`src/rtl/serial_subtractor_pkg.sv`:
```
// Shared types and sizing helpers for the chunked serial subtractor.
// Holds the FSM state encoding and counter-width arithmetic.
package serial_subtractor_pkg;

  typedef enum logic [1:0] {
    IDLE = 2'd0,
    RUN  = 2'd1,
    DONE = 2'd2
  } state_t;

  function automatic int nchunk(input int width, input int chunk);
    return width / chunk;
  endfunction

  function automatic int cnt_width(input int n);
    return (n <= 1) ? 1 : $clog2(n);
  endfunction

endpackage

```
`src/rtl/chunk_subtractor.sv`:
```
// Combinational CHUNK-bit subtractor built from a ripple
// of 1-bit full-subtractor cells.
module chunk_subtractor #(
  parameter int CHUNK = 1
) (
  input  logic [CHUNK-1:0] x,
  input  logic [CHUNK-1:0] y,
  input  logic             bi,
  output logic [CHUNK-1:0] d,
  output logic             bo
);

  logic [CHUNK:0] bw;

  assign bw[0] = bi;

  for (genvar i = 0; i < CHUNK; i++) begin : g_cell
    assign d[i]    = x[i] ^ y[i] ^ bw[i];
    assign bw[i+1] = (~x[i] & (y[i] ^ bw[i])) | (y[i] & bw[i]);
  end

  assign bo = bw[CHUNK];

endmodule

```
`src/rtl/serial_subtractor.sv`:
```
// Multi-cycle a - b - bin, CHUNK bits per clock, LSB chunk first,
// with borrow, zero and signed-overflow flags and start/done handshake.
module serial_subtractor
  import serial_subtractor_pkg::*;
#(
  parameter int WIDTH = 8,
  parameter int CHUNK = 1
) (
  input  logic             clk,
  input  logic             reset,
  input  logic             start,
  input  logic [WIDTH-1:0] a,
  input  logic [WIDTH-1:0] b,
  input  logic             bin,
  output logic             busy,
  output logic             done,
  output logic [WIDTH-1:0] diff,
  output logic             bout,
  output logic             zero,
  output logic             ovf
);

  localparam int NCHUNK = nchunk(WIDTH, CHUNK);
  localparam int CW     = cnt_width(NCHUNK);

  if (WIDTH < 2 || CHUNK < 1 || CHUNK > WIDTH
      || (WIDTH % CHUNK) != 0) begin : g_bad_cfg
    $error("serial_subtractor: illegal WIDTH/CHUNK");
  end

  state_t                 state;
  state_t                 state_nx;
  logic [CW-1:0]          cnt;
  logic [WIDTH-1:0]       a_sr;
  logic [WIDTH-1:0]       b_sr;
  logic                   brw;
  logic                   a_msb;
  logic                   b_msb;
  logic [CHUNK-1:0]       d;
  logic                   bo;
  logic [WIDTH+CHUNK-1:0] cat;
  logic [WIDTH-1:0]       diff_nx;
  logic                   take;
  logic                   last;

  chunk_subtractor #(
    .CHUNK (CHUNK)
  ) u_chunk (
    .x  (a_sr[CHUNK-1:0]),
    .y  (b_sr[CHUNK-1:0]),
    .bi (brw),
    .d  (d),
    .bo (bo)
  );

  // New chunk enters at the MSB end; after NCHUNK shifts diff is aligned.
  always_comb begin
    cat     = {d, diff};
    diff_nx = cat[WIDTH+CHUNK-1:CHUNK];
  end

  assign take = start && (state == IDLE || state == DONE);
  assign last = (cnt == CW'(NCHUNK - 1));
  assign busy = (state == RUN);
  assign done = (state == DONE);

  always_comb begin
    state_nx = state;
    unique case (state)
      IDLE:    if (start) state_nx = RUN;
      RUN:     if (last) state_nx = DONE;
      DONE:    state_nx = start ? RUN : IDLE;
      default: state_nx = IDLE;
    endcase
  end

  always_ff @(posedge clk) begin
    if (reset) begin
      state <= IDLE;
      cnt   <= '0;
      a_sr  <= '0;
      b_sr  <= '0;
      brw   <= 1'b0;
      a_msb <= 1'b0;
      b_msb <= 1'b0;
      diff  <= '0;
      bout  <= 1'b0;
      zero  <= 1'b0;
      ovf   <= 1'b0;
    end else begin
      state <= state_nx;
      if (take) begin
        a_sr  <= a;
        b_sr  <= b;
        brw   <= bin;
        cnt   <= '0;
        a_msb <= a[WIDTH-1];
        b_msb <= b[WIDTH-1];
      end else if (state == RUN) begin
        a_sr <= a_sr >> CHUNK;
        b_sr <= b_sr >> CHUNK;
        brw  <= bo;
        cnt  <= cnt + CW'(1);
        diff <= diff_nx;
        if (last) begin
          bout <= bo;
          zero <= (diff_nx == '0);
          ovf  <= (a_msb != b_msb) && (diff_nx[WIDTH-1] != a_msb);
        end
      end
    end
  end

endmodule

```
`config.mk`:
```
export PLATFORM = sky130hd
export DESIGN_NAME = serial_subtractor
export DESIGN_NICKNAME = d
export VERILOG_FILES = /design/src/rtl/serial_subtractor_pkg.sv /design/src/rtl/chunk_subtractor.sv /design/src/rtl/serial_subtractor.sv
export SDC_FILE = /design/constraint.sdc
export NUM_CORES = 1
export LEC_CHECK = 0
export CAP_MARGIN = 10
export CORE_MARGIN = 2
export CORE_UTILIZATION = 45
export CTS_BUF_LIST = sky130_fd_sc_hd__clkbuf_4
export DETAILED_ROUTE_END_ITERATION = 8
export PLACE_DENSITY = 0.84
export SETUP_SLACK_MARGIN = 0.2
export SYNTH_ARGS = -nofsm -noshare
export SYNTH_HDL_FRONTEND = slang
export SYNTH_SLANG_ARGS = --single-unit
```
`constraint.sdc`:
```
create_clock -name clk -period 2.06 [get_ports clk]
set_clock_uncertainty 0.2 [all_clocks]
set_input_delay 0.412 -clock clk [delete_from_list [all_inputs] [get_ports clk]]
set_output_delay 0.412 -clock clk [all_outputs]
set_load 0.01 [all_outputs]
```
## Yosys cells after proc, flatten, opt, wreduce, memory -nomap -nowiden

Index checks and enable logic that the tools add are counted.

- Flip-flop bits (word level): 35
- Input port bits: 20
- Output and inout bits: 13

- Add/sub/neg operators: 1
- Eq/ne operators: 7
- Muxes and demuxes: 10
- Bitwise logic cells: 8
- Reductions and logical operators: 10

Operators by type and width:

| operator | count |
|---|---|
| 8-bit 2-to-1 mux | 4 |
| 8-bit zero test | 1 |
| 2-bit case mux with 3 select lines | 1 |
| 2-bit 2-to-1 mux | 2 |
| 2-bit AND reduction | 2 |
| 3-bit by 1-bit adder with 3-bit output, second input constant | 1 |
| 3-bit equality test, second input constant | 1 |
| 1-bit 2-to-1 mux | 3 |
| 3-bit AND reduction | 1 |
| 1-bit bitwise XOR | 3 |
| 1-bit bitwise AND | 2 |
| 2-bit by 1-bit equality test with 1-bit output, second input constant | 1 |
| 2-bit equality test, second input constant | 1 |
| 1-bit logical AND | 2 |
| 2-bit zero test | 1 |
| 1-bit inequality test | 2 |
| 2-bit by 1-bit inequality test with 1-bit output, second input constant | 1 |
| 2-bit inequality test, second input constant | 1 |
| 1-bit inverter | 2 |
| 2-bit nonzero test | 1 |
| 2-bit OR reduction | 1 |
| 1-bit logical OR | 1 |
| 1-bit OR | 1 |

## Longest topological paths before layout

Gate-level depths: netlist of the first run.

- Depth in word-level cells: 5
- Mapped depth: 6
- Depth with buffers taken out: 5

## Hierarchy

Synthesis of the first run repeated with hierarchy kept, for this count alone.

- Cell total of the unflattened synthesis: 162
- Area total of the unflattened synthesis: 1413.9 µm²

By module, submodules not included:

| module | times used | cells each | area each (µm²) |
|---|---|---|---|
| serial_subtractor | 1 | 159 | 1386.3 |
| chunk_subtractor | 1 | 3 | 27.5 |

## Worst setup path before layout of the first run

Ideal clock, no wire load.

- Path type: reg-to-reg
- Start point: register brw
- End point: register zero
- Library setup time: 70 ps
- Arrival time: 1325 ps
- Required time: 1790 ps
- Slack: 465 ps
- Cell stages (with the launch flop): 5
- Buffers on the path: 0
- Clock period less this slack: 1595 ps
- Cells stage by stage: dfxtp_1 > fa_1 > nor4b_1 > nand4_1 > a21oi_1

- Word-level cells in the longest chain between the ends: 2

Ends and longest elaborated chain:

| item | line | RTL |
|---|---|---|
| from (decl) | serial_subtractor.sv:36 | `logic brw;` |
| from (signal assigned) | serial_subtractor.sv:95 | `brw <= bin;` |
| from (signal assigned) | serial_subtractor.sv:102 | `brw <= bo;` |
| 1-bit bitwise XOR | chunk_subtractor.sv:18 | `assign d[i] = x[i] ^ y[i] ^ bw[i];` |
| 8-bit zero test | serial_subtractor.sv:107 | `zero <= (diff_nx == '0);` |
| to (signal assigned) | serial_subtractor.sv:107 |  |
| to (decl) | serial_subtractor.sv:19 | `output logic zero,` |

Every way passes these cells.
A chain may end at the register's enable or synchronous reset.

## Worst setup path after layout of the first run

- Start point: register zero
- End point: output port zero

No word-level cell between the ends.

==> out/summary.txt, run 1 <==
CTS clk-pin slew, worst paths - 0.10 ns
Ys async rst share - 0%
Final Cycle Share - 88.06%
Post-synth EDFFs - 0
Synth Area in Compound Gates - 15.06%
Clock root cell - clkbuf_4
Share of the synthesized area in the top cell type - 48.48%
Final min period - 1.814 ns
Post-route cell area - 1804 um2
Setup ws final - 0.2460 ns
Pin count of the biggest net entering global routing - 36
Post-synthesis xor/xnor area fraction - 0.6061%
Main area contributors after synthesis - dfxtp_1, nor3_1, nand2_1
Synth Flop Type - dfxtp_1
Req. time, crit path - 1.45 ns
Antenna violations before repair - 0
Initial DRC Count - 46
Cts-stage hold buffer count - 0
Least-Margin Pin Slew - 0.3747 ns
Area leader, netlist - dfxtp_1
Die X - 60.67 um
Port Buffers - 32
Worst Hold Depth - 2
Post-synthesis register bit count - 35
Clk sinks - 35
Post-Synth Simple-Gate Area - 23.64%
Min-delay worst type - reg -> reg
DRT Pass-1 Iters - 4
Clock Power Share - 25.9%
Area after DPL - 1759 um2
H-tree depth reported by CTS - 2
Sw power - 351.5 uW
Relative slew slack - 75.02%
Die height - 60.67 um
Post-Synth Adder-Cell Area - 3.117%
Hold Path Origin - diff[0]$_SDFFE_PP0P_
Hold EP - diff[0]$_SDFFE_PP0P_
Critical-path maximum fanout - 2
Worst setup EP type - output port
Residual DRC count - 0
FF+latch area - 703.2 um2
Max-slew violations - 0
Buf+Inv Stages, Crit Path - 1
Post-synthesis cell count - 161
Share of layout cells above drive strength 1 - 9.948%
Global Route Usage Sum - 18.98%
Number of max-cap violations - 0
Crit path largest cell delay - 0.54 ns
Layout area overhead - 24.85%
Critical R2R Capture - zero$_SDFFE_PP0P_
Worst reg-to-reg setup slack - 0.30 ns
Post-synthesis mux area share - 1.385%
Number of vias per cell - 5.391
Mapped Area - 1445 um2
CTS tree - yes
Via count - 1,267
Pwr per Cell Area - 716.2 nW/um2
WL final - 3.003 mm
First-pass GRT wire length - 5.209 mm
Library cells used by synthesis - 34
Fin. Hold Viols - 0
Remaining Overflow, GRT - 0
Placed cell count - 228
Reg power frac - 57.4%
Vias in the first global route - 1,253
Seq/Total Area, Yosys - 48.48%
RR Startpoint - a_sr[0]$_SDFFE_PP0P_
Fmax - 551.3 MHz
Die Area - 3681 um2
Most common cell in the netlist - dfxtp_1
RSZ-0062 raised after global routing - false
Num CTS Buffers - 5
Core area - 3053 um2
WL/cell - 12.78 um
Fin Hold WS - 0.2632 ns
Hpwl dp - 2.067 mm
Filler cell count - 278
Logic pwr share - 16.7%
Leakage - 0.7369 nW
Clk buf depth - 2
Syn Area/Cell - 8.976 um2
R2r worst-path depth - 5
Yosys warns - 0
Pint - 940.7 uW
Crit path cell chain - clkdlybuf4s50_1
Top Ports - 33
Worst-skew pair later-pin latency - 0.33 ns
Sw frac - 27.20%
Final setup violation count - 0
Area of the multi-input gates - 633.1 um2
Post-route insts no fill - 235
Largest family of logic cells by synthesized area - simple AND/OR/NAND/NOR gates
Peak supply drop - 0.0003202 V
Post-synth top cells - dfxtp_1, nand2_1, nor3_1, a21oi_1, o22ai_1
Post CTS Setup Buffer Count - 0
Status - finished, final reports clean
Worst EP arrival - 1.20 ns
Critical path's slowest cell - clkdlybuf4s50_1
Initial Utilization - 47.34%
Setup_tns - 0 ns
Setup WS pre-CTS - 0.2594 ns
Critical path type - reg -> out
DRT antenna net count - 0
Placement row count - 20
CP top delay family - buffers and inverters
RD Place Congestion - 0.8007
# nets final - 214
Startpoint Class - flop
Antenna diodes - 0
Syn_nets - 184
[sequential cells by signal, indices dropped and copies added (netlist names)]
signal  flops
state       2
cnt         3
diff        8
b_msb       1
b_sr        8
a_sr        8
zero        1
ovf         1
bout        1
brw         1
a_msb       1
[worst register-to-register path, cell delays in order, from the launching register on]
cell and delay, ns:
dfxtp_1 0.34, inv_1 0.05, fa_1 0.56, nor4b_1 0.27, nand4_1 0.13, a21oi_1 0.13
[how the worst max path moves through the flow]
stage | startpoint | cells after the start | to | slack [ns]
after floorplan | brw$_SDFFE_PP0P_ | 4 | zero$_SDFFE_PP0P_ | 0.46
final | zero$_SDFFE_PP0P_ | 1 | zero | 0.25
after global routing | a_sr[0]$_SDFFE_PP0P_ | 5 | zero$_SDFFE_PP0P_ | 0.20
after global placement | start | 5 | a_sr[0]$_SDFFE_PP0P_ | 0.31
after CTS | ovf$_SDFFE_PP0P_ | 1 | ovf | 0.20
after detailed placement | start | 5 | a_msb$_SDFFE_PP0P_ | 0.26
[area by class of cell]
class / instances / share of cell area (%)
sequential: 35 / 38.97
multi-input combinational: 110 / 35.09
timing repair buffer: 37 / 19.63
tap: 44 / 3.051
clock buffer: 5 / 2.080
inverter: 2 / 0.6935
clock inverter: 2 / 0.4854
[timing repair]
action | CTS | global route
pin swaps | 0 | 0
hold endpoints to repair | 0 | 0
setup endpoints to repair | 9 | 3
gates resized for setup | 11 | 3
[layout by cell type (no fill, tap or decap), drive strengths merged]
cell | synthesis | final
nand3 | 6 | 6
dlygate4sd2 | 0 | 9
and2b | 1 | 1
clkdlybuf4s50 | 0 | 20
dlymetal6s2s | 0 | 3
mux2i | 2 | 2
a21oi | 17 | 17
o22ai | 10 | 10
nor2 | 6 | 6
a22oi | 3 | 3
nand2 | 24 | 24
nand4 | 1 | 1
nor3 | 24 | 24
buf | 12 | 5
clkinv | 0 | 2
nand2b | 2 | 2
inv | 2 | 2
a311oi | 2 | 2
a221oi | 1 | 1
xnor2 | 1 | 1
clkbuf | 2 | 5
ha | 2 | 2
nand3b | 1 | 1
dfxtp | 35 | 35
nor4b | 1 | 1
fa | 1 | 1
o21a | 1 | 1
nor4 | 1 | 1
nor2b | 2 | 2
a211oi | 1 | 1
[logic make-up (layout without fill, tap and decap cells)]
logic type	after synthesis	after routing
compound gates	35	35
xor+xnor	1	1
fa+ha+maj	3	3
buf+inv	16	46
flops	35	35
mux	2	2
simple gates	69	69
[metal layers]
layer,wire (um),vias to the layer above,track usage [%]
met5,0,-,0
met4,45,0,8.385
met3,117,7,5.330
met2,1532,34,31.80
met1,1307,599,22.68
li1,-,627,-
[power by group through the flow]
| stage | Sequential, mW | Combinational (mW) | Clock [mW] |
|---|---|---|---|
| detailed placement | 0.757 | 0.218 | 0 |
| global route | 0.746 | 0.241 | 0.367 |
| global placement | 0.755 | 0.210 | 0 |
| finish | 0.742 | 0.216 | 0.334 |
| floorplan | 0.752 | 0.157 | 0 |
| CTS | 0.742 | 0.216 | 0.338 |
[stage by stage]
step	util [%]	power, mW
floorplan	-	0.9096
global placement	57.62	0.9651
finish	59.10	1.292
detailed placement	57.62	0.9746
global route	59.10	1.354
CTS	58.85	1.296
(Power assumes the default switching activity.)
==> run 2, diff against run 1 <==
--- a/config.mk
+++ b/config.mk
@@ -10,8 +10,9 @@
 export CORE_UTILIZATION = 45
 export CTS_BUF_LIST = sky130_fd_sc_hd__clkbuf_4
 export DETAILED_ROUTE_END_ITERATION = 8
-export PLACE_DENSITY = 0.84
-export SETUP_SLACK_MARGIN = 0.2
+export HOLD_SLACK_MARGIN = 0.03
+export PLACE_DENSITY = 0.72
+export SETUP_SLACK_MARGIN = 0.3
 export SYNTH_ARGS = -nofsm -noshare
 export SYNTH_HDL_FRONTEND = slang
 export SYNTH_SLANG_ARGS = --single-unit
==> out/summary.txt, run 2 (synthesis results as in run 1) <==
Num CTS Buffers - 5 (unchanged)
Total power - 1.454 mW (was 1.292 mW)
Peak supply drop - 0.0004167 V (was 0.0003202 V)
Relative slew slack - 77.77% (was 75.02%)
R2r worst-path depth - 5 (unchanged)
Most common cell after layout, fill and taps aside - dfxtp_1 (unchanged)
RSZ-0062 raised after global routing - false (unchanged)
Buf+Inv Stages, Crit Path - 1 (unchanged)
Setup_tns - 0 ns (unchanged)
Final setup violation count - 0 (unchanged)
Initial Utilization - 47.34% (unchanged)
Worst setup EP type - output port (unchanged)
Setup crit end - done (was zero)
Hpwl dp - 1.955 mm (was 2.067 mm)
Setup WS pre-CTS - 0.2585 ns (was 0.2594 ns)
Min-delay worst type - reg -> reg (unchanged)
Max-slew violations - 0 (unchanged)
Clock Power Share - 32.7% (was 25.9%)
Pin count of the biggest net entering global routing - 36 (unchanged)
Die Area - 3681 um2 (unchanged)
Area after DPL - 1784 um2 (was 1759 um2)
Sw power - 367.9 uW (was 351.5 uW)
Pwr per Cell Area - 776.3 nW/um2 (was 716.2 nW/um2)
Logic pwr share - 16.2% (was 16.7%)
Least-Margin Pin Slew - 0.3335 ns (was 0.3747 ns)
Share of layout cells above drive strength 1 - 13.47% (was 9.948%)
Clk buf depth - 2 (unchanged)
WL/cell - 12.97 um (was 12.78 um)
Initial DRC Count - 77 (was 46)
Critical-path maximum fanout - 3 (was 2)
Cts-stage hold buffer count - 0 (unchanged)
Clock root cell - clkbuf_4 (unchanged)
Number of max-cap violations - 0 (unchanged)
Final Cycle Share - 81.85% (was 88.06%)
Reg power frac - 51.0% (was 57.4%)
Post-route cell area - 1873 um2 (was 1804 um2)
Setup ws final - 0.3739 ns (was 0.2460 ns)
Req. time, crit path - 1.45 ns (about the same)
Worst reg-to-reg setup slack - 0.40 ns (was 0.30 ns)
Port Buffers - 32 (unchanged)
Layout area overhead - 29.61% (was 24.85%)
Fmax - 593.1 MHz (was 551.3 MHz)
Filler cell count - 294 (was 278)
DRT Pass-1 Iters - 4 (unchanged)
Remaining Overflow, GRT - 0 (unchanged)
Critical R2R Capture - ovf$_SDFFE_PP0P_ (was zero$_SDFFE_PP0P_)
Residual DRC count - 0 (unchanged)
Clk sinks - 35 (unchanged)
Vias in the first global route - 1,145 (was 1,253)
Leakage - 0.7339 nW (was 0.7369 nW)
Status - finished, final reports clean (unchanged)
Pint - 1.086 mW (was 940.7 uW)
Die X - 60.67 um (unchanged)
RR Startpoint - a_sr[0]$_SDFFE_PP0P_ (unchanged)
RD Place Congestion - 0.7099 (was 0.8007)
Startpoint Class - flop (unchanged)
Global Route Usage Sum - 18.76% (was 18.98%)
WL final - 3.075 mm (was 3.003 mm)
DRT antenna net count - 0 (unchanged)
First-pass GRT wire length - 5.057 mm (was 5.209 mm)
Core area - 3053 um2 (unchanged)
Via count - 1,229 (was 1,267)
Crit path cell chain - and2b_1 > clkdlybuf4s15_1 (was clkdlybuf4s50_1)
Fin. Hold Viols - 0 (unchanged)
Crit path largest cell delay - 0.36 ns (was 0.54 ns)
CTS clk-pin slew, worst paths - 0.10 ns (about the same)
Final min period - 1.686 ns (was 1.814 ns)
Most frequent cells in the layout - dfxtp_1, nand2_1, nor3_1 (unchanged)
H-tree depth reported by CTS - 2 (unchanged)
Worst-skew pair later-pin latency - 0.33 ns (about the same)
Top Ports - 33 (unchanged)
# nets final - 215 (was 214)
Die height - 60.67 um (unchanged)
Antenna violations before repair - 0 (unchanged)
Crit path depth - 2 (was 1)
Placement row count - 20 (unchanged)
CTS tree - yes (unchanged)
Critical path's slowest cell - dfxtp_2 (was clkdlybuf4s50_1)
Antenna diodes - 0 (unchanged)
CP Launch Point - state[0]$_SDFFE_PP0P_ (was zero$_SDFFE_PP0P_)
Critical path type - reg -> out (unchanged)
Number of vias per cell - 5.186 (was 5.391)
Sw frac - 25.30% (was 27.20%)
Worst EP arrival - 1.07 ns (was 1.20 ns)
Top Registers - a_sr: 8 flops, b_sr: 8 flops, diff: 8 flops (unchanged)
CP top delay family - flip-flops (was buffers and inverters)
## run 2: repair_timing
item	in CTS	in global routing
setup buffers	1	0
endpoints found under the setup margin	14	3
pin swaps	0	0
gates resized for setup	18	5
## run 2: layer usage
layer	global-route usage [%]	vias to the layer above	wire, um	part of all wire [%]
li1	-	628	-	-
met1	23.77	571	1426	46
met2	30.41	28	1499	49
met3	4.478	2	121	3.9
met4	8.385	0	27	0.88
met5	0	-	0	0
## run 2: per-stage QoR
step           hold WS, ns  util [%]  std cells
2_1_floorplan       0.2451         -        161
3_3_place_gp        0.2452     58.44        228
3_5_place_dp        0.2498     58.44        228
4_1_cts             0.2620     61.07        237
5_1_grt             0.2872     61.35        237
6_report            0.2570     61.35        237
## run 2: worst min path at each step
stage	from	endpoint	cells past startpoint
6_report	diff[0]$_SDFFE_PP0P_	diff[0]$_SDFFE_PP0P_	2
2_1_floorplan	a_msb$_SDFFE_PP0P_	a_msb$_SDFFE_PP0P_	2
3_5_place_dp	diff[0]$_SDFFE_PP0P_	diff[0]$_SDFFE_PP0P_	2
5_1_grt	bout$_SDFFE_PP0P_	bout$_SDFFE_PP0P_	2
3_3_place_gp	diff[0]$_SDFFE_PP0P_	diff[0]$_SDFFE_PP0P_	2
4_1_cts	diff[0]$_SDFFE_PP0P_	diff[0]$_SDFFE_PP0P_	2
## run 2: layout make-up
cell class                 count  area (um2)  share of cell area, %
clock buffer                   5       37.54                  2.004
clock inverter                 3       38.79                  2.071
multi-input combinational    110       653.1                  34.87
tap                           44       55.05                  2.939
inverter                       2       12.51                 0.6680
sequential                    35       704.4                  37.61
timing repair buffer          38       371.6                  19.84
## run 2: power groups by stage
stage	registers [mW]	clock network [mW]	logic, mW
after floorplan	0.752	0	0.157
after global placement	0.755	0	0.222
after detailed placement	0.756	0	0.226
after CTS	0.741	0.495	0.229
after global routing	0.747	0.517	0.256
final	0.742	0.476	0.236
## run 2: worst register-to-register path, cell delays in order, from the launching register on
cell      delay, ns
dfxtp_1        0.34
inv_1          0.05
fa_2           0.56
nor2_1         0.05
a221oi_1       0.27
nor3_1         0.08
==> run 3, diff against run 2 <==
==> constraint.sdc (replaced) <==
create_clock -name clk -period 1.6 [get_ports clk]
set_clock_uncertainty 0.2 [all_clocks]
set_input_delay 0.32 -clock clk [delete_from_list [all_inputs] [get_ports clk]]
set_output_delay 0.32 -clock clk [all_outputs]
set_load 0.01 [all_outputs]
==> out/summary.txt, run 3 (synthesis results as in run 1) <==
Final min period - 1.852 ns
Filler cell count - 100 (was 294)
Num CTS Buffers - 5 (unchanged)
Failing checks - negative setup slack
Max-slew violations - 0 (unchanged)
Share of layout cells above drive strength 1 - 63.25% (was 13.47%)
Critical-path maximum fanout - 4 (was 3)
Die Area - 3681 um2 (unchanged)
H-tree depth reported by CTS - 2 (unchanged)
Startpoint Class - flop (unchanged)
Final core utilization - 92.66% (was 61.35%)
Top Registers - a_sr: 8 flops, b_sr: 8 flops, diff: 8 flops (unchanged)
Worst-skew pair later-pin latency - 0.37 ns (was 0.33 ns)
Die height - 60.67 um (unchanged)
Placed cell count - 233 (was 228)
Leakage - 1.121 nW (was 0.7339 nW)
Pin count of the biggest net entering global routing - 36 (unchanged)
Status - finished with violations (was finished, final reports clean)
Vias in the first global route - 1,584 (was 1,145)
Top Ports - 33 (unchanged)
Least-Margin Pin Slew - 0.3246 ns (was 0.3335 ns)
Die X - 60.67 um (unchanged)
Clock root cell - clkbuf_4 (unchanged)
DRT antenna net count - 0 (unchanged)
First-pass GRT wire length - 7.824 mm (was 5.057 mm)
# nets final - 256 (was 215)
Antenna violations before repair - 0 (unchanged)
Clk buf depth - 2 (unchanged)
Worst setup EP type - flop (was output port)
Layout area overhead - 95.76% (was 29.61%)
Pwr per Cell Area - 802.0 nW/um2 (was 776.3 nW/um2)
WL final - 6.596 mm (was 3.075 mm)
Most common cell after layout, fill and taps aside - buf_6 (was dfxtp_1)
Worst reg-to-reg setup slack - -0.25 ns (was 0.40 ns)
WL/cell - 23.73 um (was 12.97 um)
Residual DRC count - 0 (unchanged)
RD Place Congestion - 0.7229 (was 0.7099)
Number of vias per cell - 6.061 (was 5.186)
Antenna diodes - 0 (unchanged)
Req. time, crit path - 1.69 ns (was 1.45 ns)
Cts-stage hold buffer count - 0 (unchanged)
CTS clk-pin slew, worst paths - 0.12 ns (was 0.10 ns)
Worst EP arrival - 1.94 ns (was 1.07 ns)
Initial DRC Count - 169 (was 77)
Final setup violation count - 5 (was 0)
Post-route insts no fill - 278 (was 237)
Hpwl dp - 2.244 mm (was 1.955 mm)
Clk sinks - 35 (unchanged)
Port Buffers - 32 (unchanged)
Most frequent cells in the layout - buf_6, dfxtp_1, clkdlybuf4s50_1, buf_4, dfxtp_2 (was dfxtp_1, nand2_1, nor3_1)
Initial Utilization - 47.34% (unchanged)
Relative slew slack - 78.20% (was 77.77%)
Fin. Hold Viols - 0 (unchanged)
Setup ws final - -0.2517 ns (was 0.3739 ns)
Fmax - 540.1 MHz
Peak supply drop - 0.0006247 V (was 0.0004167 V)
Core area - 3053 um2 (unchanged)
Global Route Usage Sum - 30.43% (was 18.76%)
DRT Pass-1 Iters - 5 (was 4)
Placement row count - 20 (unchanged)
Number of max-cap violations - 0 (unchanged)
Min-delay worst type - reg -> reg (unchanged)
Critical path type - reg -> reg (was reg -> out)
Via count - 1,685 (was 1,229)
CTS tree - yes (unchanged)
Final Cycle Share - 115.7%
RSZ-0062 raised after global routing - true (was false)
Remaining Overflow, GRT - 0 (unchanged)
run 3: worst paths after layout:
kind / startpoint / to / cells past startpoint
setup / recovery: b_sr[0]$_SDFFE_PP0P_ / zero$_SDFFE_PP0P_ / 4
hold / removal: b_sr[7]$_SDFFE_PP0P_ / b_sr[7]$_SDFFE_PP0P_ / 2
hold reg to reg: b_sr[7]$_SDFFE_PP0P_ / b_sr[7]$_SDFFE_PP0P_ / 2
setup reg to reg: b_sr[0]$_SDFFE_PP0P_ / zero$_SDFFE_PP0P_ / 4
run 3: power breakdown:
group | total (mW) | leakage, nW | switching [mW] | internal (mW)
combinational | 0.745 | 0.790 | 0.324 | 0.421
sequential | 0.984 | 0.295 | 0.0590 | 0.925
clock | 0.539 | 0.0361 | 0.334 | 0.205
total | 2.27 | 1.12 | 0.717 | 1.55
run 3: critical path: stages (launching register included):
cell and delay [ns]:
dfxtp_4 0.39, fa_2 0.60, nor4b_4 0.24, nand4_1 0.16, a21oi_1 0.20
run 3: final cells by class:
cell class	count	area [um2]	share of cell area, %
Clock buffer	7	52.55	1.858
Timing Repair Buffer	79	973.4	34.41
Clock inverter	1	5.005	0.1769
Sequential cell	35	724.4	25.61
Tap cell	44	55.05	1.946
Multi-Input combinational cell	110	1003	35.47
Inverter	2	15.01	0.5307
run 3: per-layer routing:
metal,up-vias,GRT usage (%),wire length (um)
met5,-,0,0
met4,0,12.73,302
met3,34,9.168,628
met2,126,49.62,3194
met1,807,37.50,2470
li1,718,-,-
run 3: per-stage QoR:
| stage | TNS (ns) | worst slack (ns) | hold WS [ns] | total power [mW] | cell area, um2 |
|---|---|---|---|---|---|
| floorplan | 0 | 0.009196 | 0.2451 | 1.177 | 1461 |
| global placement | -0.6110 | -0.05786 | 0.2452 | 1.269 | 1826 |
| detailed placement | -1.583 | -0.1019 | 0.2587 | 1.280 | 1826 |
| CTS | -0.09837 | -0.05018 | 0.2739 | 2.024 | 2524 |
| global route | -0.9670 | -0.2775 | 0.3160 | 2.322 | 2829 |
| finish | -0.6122 | -0.2517 | 0.2981 | 2.269 | 2829 |
run 3: what timing repair did:
item / 4_1_cts / 5_1_grt
gates cloned: 7 / 0
setup buffers: 19 / 11
pin swaps: 34 / 12
resized for setup: 145 / 46
endpoints found under the setup margin: 47 / 48
